===== src/rtl/mul_add_seq_pkg.sv =====
// Shared arithmetic definitions for the multiply-accumulate unit and the divider.
package arith_pkg;

    localparam int unsigned DEF_WIDTH = 4;

    typedef enum logic [1:0] {
        IDLE,
        RUN,
        DONE
    } state_t;

endpackage


===== src/rtl/mul_add_seq_if.sv =====
// Operand/result bundle between a requester and mul_add_seq.
interface mul_add_seq_if #(
    parameter int unsigned WIDTH = arith_pkg::DEF_WIDTH
);
    logic                 start;
    logic [WIDTH-1:0]     multiplicand;
    logic [WIDTH-1:0]     multiplier;
    logic [WIDTH-1:0]     addend;
    logic [2*WIDTH-1:0]   product;
    logic                 busy;
    logic                 done;

    modport master (
        output start, multiplicand, multiplier, addend,
        input  product, busy, done
    );

    modport slave (
        input  start, multiplicand, multiplier, addend,
        output product, busy, done
    );
endinterface


===== src/rtl/mul_add_seq.sv =====
// Shift-and-add multiply-accumulate: product = multiplicand * multiplier + addend,
// one multiplier bit retired per clock.
module mul_add_seq
    import arith_pkg::*;
#(
    parameter int unsigned WIDTH = DEF_WIDTH
) (
    input logic         clk,
    input logic         rst,
    mul_add_seq_if.slave bus
);
    localparam int unsigned   CW   = (WIDTH > 1) ? $clog2(WIDTH) : 1;
    localparam logic [CW-1:0] LAST = CW'(WIDTH - 1);

    state_t               state;
    logic [CW-1:0]        cnt;
    logic [2*WIDTH-1:0]   acc;
    logic [2*WIDTH-1:0]   acc_next;
    logic [2*WIDTH-1:0]   partial;
    logic [WIDTH-1:0]     mcand_q;
    logic [WIDTH-1:0]     mplier_q;
    logic [2*WIDTH-1:0]   product;

    always_comb begin
        partial  = {{WIDTH{1'b0}}, mcand_q} << cnt;
        acc_next = mplier_q[cnt] ? acc + partial : acc;
    end

    always_ff @(posedge clk or posedge rst) begin
        if (rst) begin
            state    <= IDLE;
            cnt      <= '0;
            acc      <= '0;
            mcand_q  <= '0;
            mplier_q <= '0;
            product  <= '0;
        end else begin
            case (state)
                IDLE, DONE: begin
                    if (bus.start) begin
                        mcand_q  <= bus.multiplicand;
                        mplier_q <= bus.multiplier;
                        acc      <= {{WIDTH{1'b0}}, bus.addend};
                        cnt      <= '0;
                        state    <= RUN;
                    end else begin
                        state    <= IDLE;
                    end
                end
                RUN: begin
                    acc <= acc_next;
                    // cnt parks on LAST instead of wrapping; it is reloaded on the next start
                    if (cnt == LAST) begin
                        product <= acc_next;
                        state   <= DONE;
                    end else begin
                        cnt     <= cnt + 1'b1;
                    end
                end
                default: state <= IDLE;
            endcase
        end
    end

    assign bus.product = product;
    assign bus.busy    = (state == RUN);
    assign bus.done    = (state == DONE);

endmodule


===== src/flat_wrapper.sv =====
// flat-port wrapper written by rule: the top's interface ports become plain ports
module mul_add_seq_flat import arith_pkg::*;
#(
    parameter int unsigned WIDTH = DEF_WIDTH
)
  (clk, rst, bus_start, bus_multiplicand, bus_multiplier, bus_addend, bus_product, bus_busy, bus_done);
  mul_add_seq_if #(.WIDTH(WIDTH)) bus_i ();
  input logic clk;
  input logic rst;
  input wire logic [$bits(bus_i.start)-1:0] bus_start;
  input wire logic [$bits(bus_i.multiplicand)-1:0] bus_multiplicand;
  input wire logic [$bits(bus_i.multiplier)-1:0] bus_multiplier;
  input wire logic [$bits(bus_i.addend)-1:0] bus_addend;
  output wire logic [$bits(bus_i.product)-1:0] bus_product;
  output wire logic [$bits(bus_i.busy)-1:0] bus_busy;
  output wire logic [$bits(bus_i.done)-1:0] bus_done;
  assign bus_i.start = bus_start;
  assign bus_i.multiplicand = bus_multiplicand;
  assign bus_i.multiplier = bus_multiplier;
  assign bus_i.addend = bus_addend;
  assign bus_product = bus_i.product;
  assign bus_busy = bus_i.busy;
  assign bus_done = bus_i.done;
  mul_add_seq #(.WIDTH(WIDTH)) u_core (.clk(clk), .rst(rst), .bus(bus_i));
endmodule

===== config.mk =====
export PLATFORM = sky130hd
export DESIGN_NAME = mul_add_seq_flat
export DESIGN_NICKNAME = d
export VERILOG_FILES = /design/src/rtl/mul_add_seq_pkg.sv /design/src/rtl/mul_add_seq_if.sv /design/src/rtl/mul_add_seq.sv /design/src/flat_wrapper.sv
export SDC_FILE = /design/constraint.sdc
export NUM_CORES = 1
export LEC_CHECK = 0
export ABC_AREA = 1
export BUFFER_PORTS_ARGS = -buffer_cell sky130_fd_sc_hd__clkbuf_2
export CORE_ASPECT_RATIO = 1.5
export CORE_MARGIN = 1.5
export CORE_UTILIZATION = 61
export DETAILED_ROUTE_END_ITERATION = 10
export HOLD_SLACK_MARGIN = 0.02
export PLACE_DENSITY = 0.81
export SETUP_SLACK_MARGIN = 0.1
export SYNTH_ARGS = -nofsm -noshare
export SYNTH_HDL_FRONTEND = slang
export SYNTH_SLANG_ARGS = --single-unit
export TNS_END_PERCENT = 50

===== constraint.sdc =====
create_clock -name clk -period 5.1 [get_ports clk]
set_input_delay 0.255 -clock clk [delete_from_list [all_inputs] [get_ports clk]]
set_output_delay 0.255 -clock clk [all_outputs]
set_load 0.02 [all_outputs]

# After elaboration in Yosys (flattened, before gate mapping)
# Cells that the tools add are included.
# op_classes
n_bitwise	0
n_lt_le_gt_ge	1
reduce_logical	7
n_mul	0
n_shift	1
n_addsub	2
n_mux	11
eq_ne	6
n_div	0
# op_table
operator	count
two-way mux 8 bit	2
case mux 8 bit (2 select lines)	1
adder 8 bit	1
case mux 2 bit (2 select lines)	2
left shift 4 x 2 -> 8 bit	1
two-way mux 2 bit	3
AND reduction 2 bit	3
== test 2 bit (second input constant)	2
!= test 2 bit (second input constant)	2
< comparator 2 x 3 -> 1 bit (second input constant)	1
AND reduction 3 bit	1
adder 2 x 1 -> 2 bit (second input constant)	1
binary-select mux 1 bit (select 2 bit)	1
== test 2 x 1 -> 1 bit (second input constant)	1
logical NOT 2 bit	1
two-way mux 1 bit	2
!= test 2 x 1 -> 1 bit (second input constant)	1
nonzero test 2 bit	1
OR reduction 2 bit	1
# word_totals
output_inout_bits	10
register_bits	28
inputBits	15
latch_bits	0
rom_bits	0
memories	0
elab_cells	34
mem_bits_rw	0

# Longest topological paths before layout
# logic_depth
ltp_word	4
ltp_mapped	15
depth_no_buf	14

# Least setup slack after synthesis
# Ideal clock, no wire load.
# synth_timing
path_kind	register to register
startpoint	reg u_core.cnt[0]
endpoint	reg u_core.acc[6]
setup_time_ns	0.117
period_less_slack_ns	1.912
path_stages_with_launch	16
path_slack_ns	3.188
t_arrival_ns	1.795
n_path_buf	1
required_ns	4.983
cell_sequence	dfrtp_1 > buf_6 > inv_4 > nand2_1 > nor2_1 > ha_1 > inv_1 > fa_1 > inv_1 > nand2_1 > nand2_1 > nand3_1 > nand3_1 > nand3_1 > nand3_1 > nand2_1
# synth_via
elab_chain_cells	4
elab_cells_between_ends	6
classes_between	add/sub: 1; shift: 1; mux: 4
# synth_lines
element	line_no	text
from (decl)	mul_add_seq.sv:16	logic [CW-1:0] cnt;
from (signal assigned)	mul_add_seq.sv:57	cnt <= cnt + 1'b1;
left shift 4 x 2 -> 8 bit or binary-select mux 1 bit (select 2 bit) (tied branches)	mul_add_seq.sv:25, mul_add_seq.sv:26	
adder 8 bit or two-way mux 1 bit (tied branches)	mul_add_seq.sv:26	acc_next = mplier_q[cnt] ? acc + partial : acc;
two-way mux 8 bit *	mul_add_seq.sv:26	
case mux 8 bit (2 select lines) *	mul_add_seq.sv:38	case (state)
to (signal assigned)	mul_add_seq.sv:43	acc <= {{WIDTH{1'b0}}, bus.addend};
to (signal assigned)	mul_add_seq.sv:51	acc <= acc_next;
to (decl)	mul_add_seq.sv:17	logic [2*WIDTH-1:0] acc;
# Mark *: on every way between the ends. The rest lies on a longest branch, timed or not. The select of a mux whose other input is x is not followed.
# A chain may end at the register's enable or synchronous reset.

# Final worst setup path
# layout_timing
startpoint	reg u_core.cnt[0]
endpoint	reg u_core.acc[4]
# The elaborated chain is that of the path after synthesis.

==> results.txt <==
----------------------------------------------------
[Clock network]
  Post-CTS Hold Buffers ... 0
  Post-CTS clock slew at the launch and capture registers of the worst setup and hold paths ... 0.09 ns
  Root buffer cell ... clkbuf_8
  CTS HTree Levels ... 1
  Clock latency reported for the late side of the worst-skew pair ... 0.28 ns
  Clock tree from TritonCTS ... done
  Number of buffers inserted during clock tree synthesis ... 3
  Max Buffers Root-to-Sink ... 2
  Post-CTS setup repair buffer count ... 0
  CTS-repair resized insts ... 0
  CTS sink count ... 28

[Final layout]
  Net count reported at finish ... 281
  Area Overhead vs Synth ... 11.4%
  Share of post-route cells with drive strength above 1 ... 16.8%
  Cell area after layout ... 0.00194 mm²
  Antenna cell count ... 0
  Utilization after layout ... 71.8%
  Final Instance Count excl. Fillers ... 293

[Timing]
  Number of pins exceeding their max-slew limit in the final report ... 0
  Max-Slew Margin vs Limit ... 28.9%
  Final clock skew ... 0.00237 ns
  Total Negative Setup Slacks ... 0 ns
  Minimum setup slack in the final design ... 2.88 ns
  Hold Violations, Final ... 0
  Post-Route Hold Slack ... 0.160 ns
  Total setup violations reported at the end of the flow ... 0
  Post-route minimum period ... 2.22 ns
  Setup repair after global routing missed its margin ... false
  Transition at the pin with the smallest max-transition slack ... 1.07 ns
  Crit share post-route ... 43.4%
  Max Clock Freq ... 451 MHz

[Detailed routing]
  Met3 wire length ... 136 µm
  Post-DRT Antenna Nets ... 0
  Final routed wire length divided by cell count ... 12.8 µm
  Number of vias in the routed layout ... 1518
  Detailed-route wire length on metal 1 ... 1490 µm
  Average vias per placed instance ... 5.18
  Routed length on met2 ... 2020 µm
  Drt drc ... 0
  First DRT Iteration DRCs ... 41
  Final WL ... 3740 µm
  Top layer in use ... met4
  Drt first pass iters ... 4

[Power and ir drop]
  Tot Pwr ... 1.50 mW
  Combinational power share ... 60.8%
  Sequential Power Share ... 27.5%
  Leak Pwr ... 1.10 nW
  Clk pwr share ... 11.7%
  NetSw ... 0.758 mW
  Internal power component ... 0.745 mW
  Proportion of total power due to net switching ... 50.4%
  Maximum resistive drop on vdd ... 0.446 mV
  Total power divided by cell area ... 774 mW/mm²

[Global routing]
  Vias in the first global route ... 1374
  First-pass GRT wire length ... 5940 µm
  Antenna violations before repair ... 0
  Total global-route track usage ... 26.0%
  Largest net degree at the start of global routing ... 29
  Congestion Overflow GR ... 0

[Setup path]
  Critical Path Fanout Max ... 8
  Critical Path Max Stage Delay ... 0.52 ns
  Most common cell on crit path ... nand2_1
  Endpoint type of the worst setup path ... flip-flop
  RR Startpoint ... u_core.cnt[0]
  Chain of cells forming the critical path ... inv_4 > nand2_1 > nor2_1 > ha_1 > inv_1 > fa_1 > inv_1 > nand2_1 > nand2_1 > a21oi_1 > o21ai_0 > nand2_1 > nand2_1
  Data arrival time of the critical path ... 2.44 ns
  Depth of the worst register-to-register path ... 13
  Startpoint class of the critical path ... flip-flop
  Path type of the worst setup path ... reg -> reg
  Crit Reg-Reg Endpoint ... u_core.acc[4]
  Beginning of the critical path ... u_core.cnt[0]
  Number of buffers and inverters on the critical path ... 3
  Worst path top cell family by delay ... adder cells
  Cell at the slowest stage of the critical path ... dfrtp_1
  Critical path required time ... 5.32 ns
  Worst setup slack for register-to-register paths ... 2.88 ns

[Place]
  Count of input and output buffers ... 24
  Number of instances in the placed design ... 289
  Routability-driven placement congestion ratio ... 0.986
  Instance area after placement ... 0.00187 mm²
  Worst Setup Slack post-DPL ... 2.92 ns
  Detail Placement HPWL ... 2830 µm

[Synthesis]
  Mean cell area of the mapped netlist ... 7.51 µm²
  Proportion of netlist area held by the largest area contributor ... 40.2%
  Instance count of the mapped netlist ... 232
  Share of flip-flops with an asynchronous set or reset ... 100%
  Register area share after synthesis ... 40.2%
  Post-synth design cell area ... 0.00174 mm²
  Top cells by count, synth ... 88 x nand2_1, 28 x dfrtp_1, 28 x inv_1
  Most common cell in the synthesized netlist ... nand2_1
  Synth Flop Type ... dfrtp_1
  Dominant cell type by area after synthesis ... dfrtp_1
  EDFF count, synth ... 0
  Number of nets in the synthesized netlist ... 256
  Yosys cell types ... 25
  Dominant cells by area after synthesis ... dfrtp_1 40%, nand2_1 19%, inv_1 6.0%
  Number of synthesized register bits ... 28
  Count of yosys warnings during synthesis ... 0

[Floorplan]
  Effective utilization at floorplan ... 64.4%
  Die area ... 0.00319 mm²
  Chip Height ... 68.5 µm
  Cell row count ... 23
  Number of placed I/O pins ... 25
  Die X-Extent ... 46.6 µm
  Area inside the core boundary ... 0.00271 mm²

[Worst hold path]
  Hold Crit Class ... in -> reg
  Worst hold endpoint ... u_core.mcand_q[2]
  Hold Startpoint ... bus_multiplicand[2]
  Count of cells along the worst hold path ... 3

[Status]
  Run status ... finished, final reports clean

[Flow run]
  Number of max-capacitance violations reported ... 0

----------------------------------------------------
==> layout make-up <==
type                    count  area, µm²
multi-input cells         166        868
fillers                   224        763
flip-flops and latches     28        701
inverters                  34        135
repair buffers             24        120
well taps                  37       46.3
clock buffers               3       41.3
clock inverters             1       30.0
==> registers in the layout, summed over array words and instances (netlist names) <==
signal,count
u_core.state,2
u_core.acc,8
u_core.bus.product,8
u_core.mcand_q,4
u_core.cnt,2
u_core.mplier_q,4
==> cells in the final DEF, fill, tap and decap left out, drive strengths merged <==
| cell | count |
|---|---|
| a21oi | 3 |
| o21ai | 21 |
| a22o | 1 |
| bufinv | 1 |
| nor3 | 1 |
| inv | 34 |
| nor2 | 14 |
| o21bai | 2 |
| or2 | 3 |
| nand3 | 19 |
| dfrtp | 28 |
| xor2 | 1 |
| mux2i | 3 |
| ha | 8 |
| fa | 1 |
| nand2 | 89 |
| clkbuf | 27 |
==> worst max-delay path by stage <==
stage	to	cells past startpoint	slack, ns
2_1_floorplan	u_core.acc[6]	15	3.19
3_3_place_gp	u_core.bus.product[4]	13	2.95
3_5_place_dp	u_core.acc[4]	13	2.92
4_1_cts	u_core.acc[4]	13	2.90
5_1_grt	u_core.acc[7]	13	2.73
6_report	u_core.acc[4]	13	2.88
==> routing by layer <==
layer	global-route usage, %	vias up
met2	47.0	40
met3	3.96	10
met1	29.6	693
met4	9.72	0
met5	0	-
li1	-	775
==> power by group through the flow <==
stage	sequential, mW	combinational (mW)	clock (mW)
floorplan	0.421	0.719	0
global placement	0.409	0.895	0
detailed placement	0.413	0.908	0
CTS	0.409	0.919	0.178
global route	0.424	1.04	0.186
finish	0.413	0.915	0.176
==> tightest hold or removal path, delay by kind of cell <==
kind | cells | cell delay [ns]
and+or+nand+nor | 2 | 0.08
buffers and inverters | 1 | 0.07
==> cells by family (layout without fill, tap and decap cells) <==
group,after synthesis,in the layout,share of synthesized area (%)
muxes,3,3,1.72
and+or+nand+nor,126,126,32.2
AOI/OAI and AO/OA,27,27,8.47
adders and majority gates,9,9,6.89
DFF,28,28,40.2
buffers and inverters,38,62,9.98
xor gates and xnor gates,1,1,0.503
Note: power is estimated with default switching activity, not from simulation.
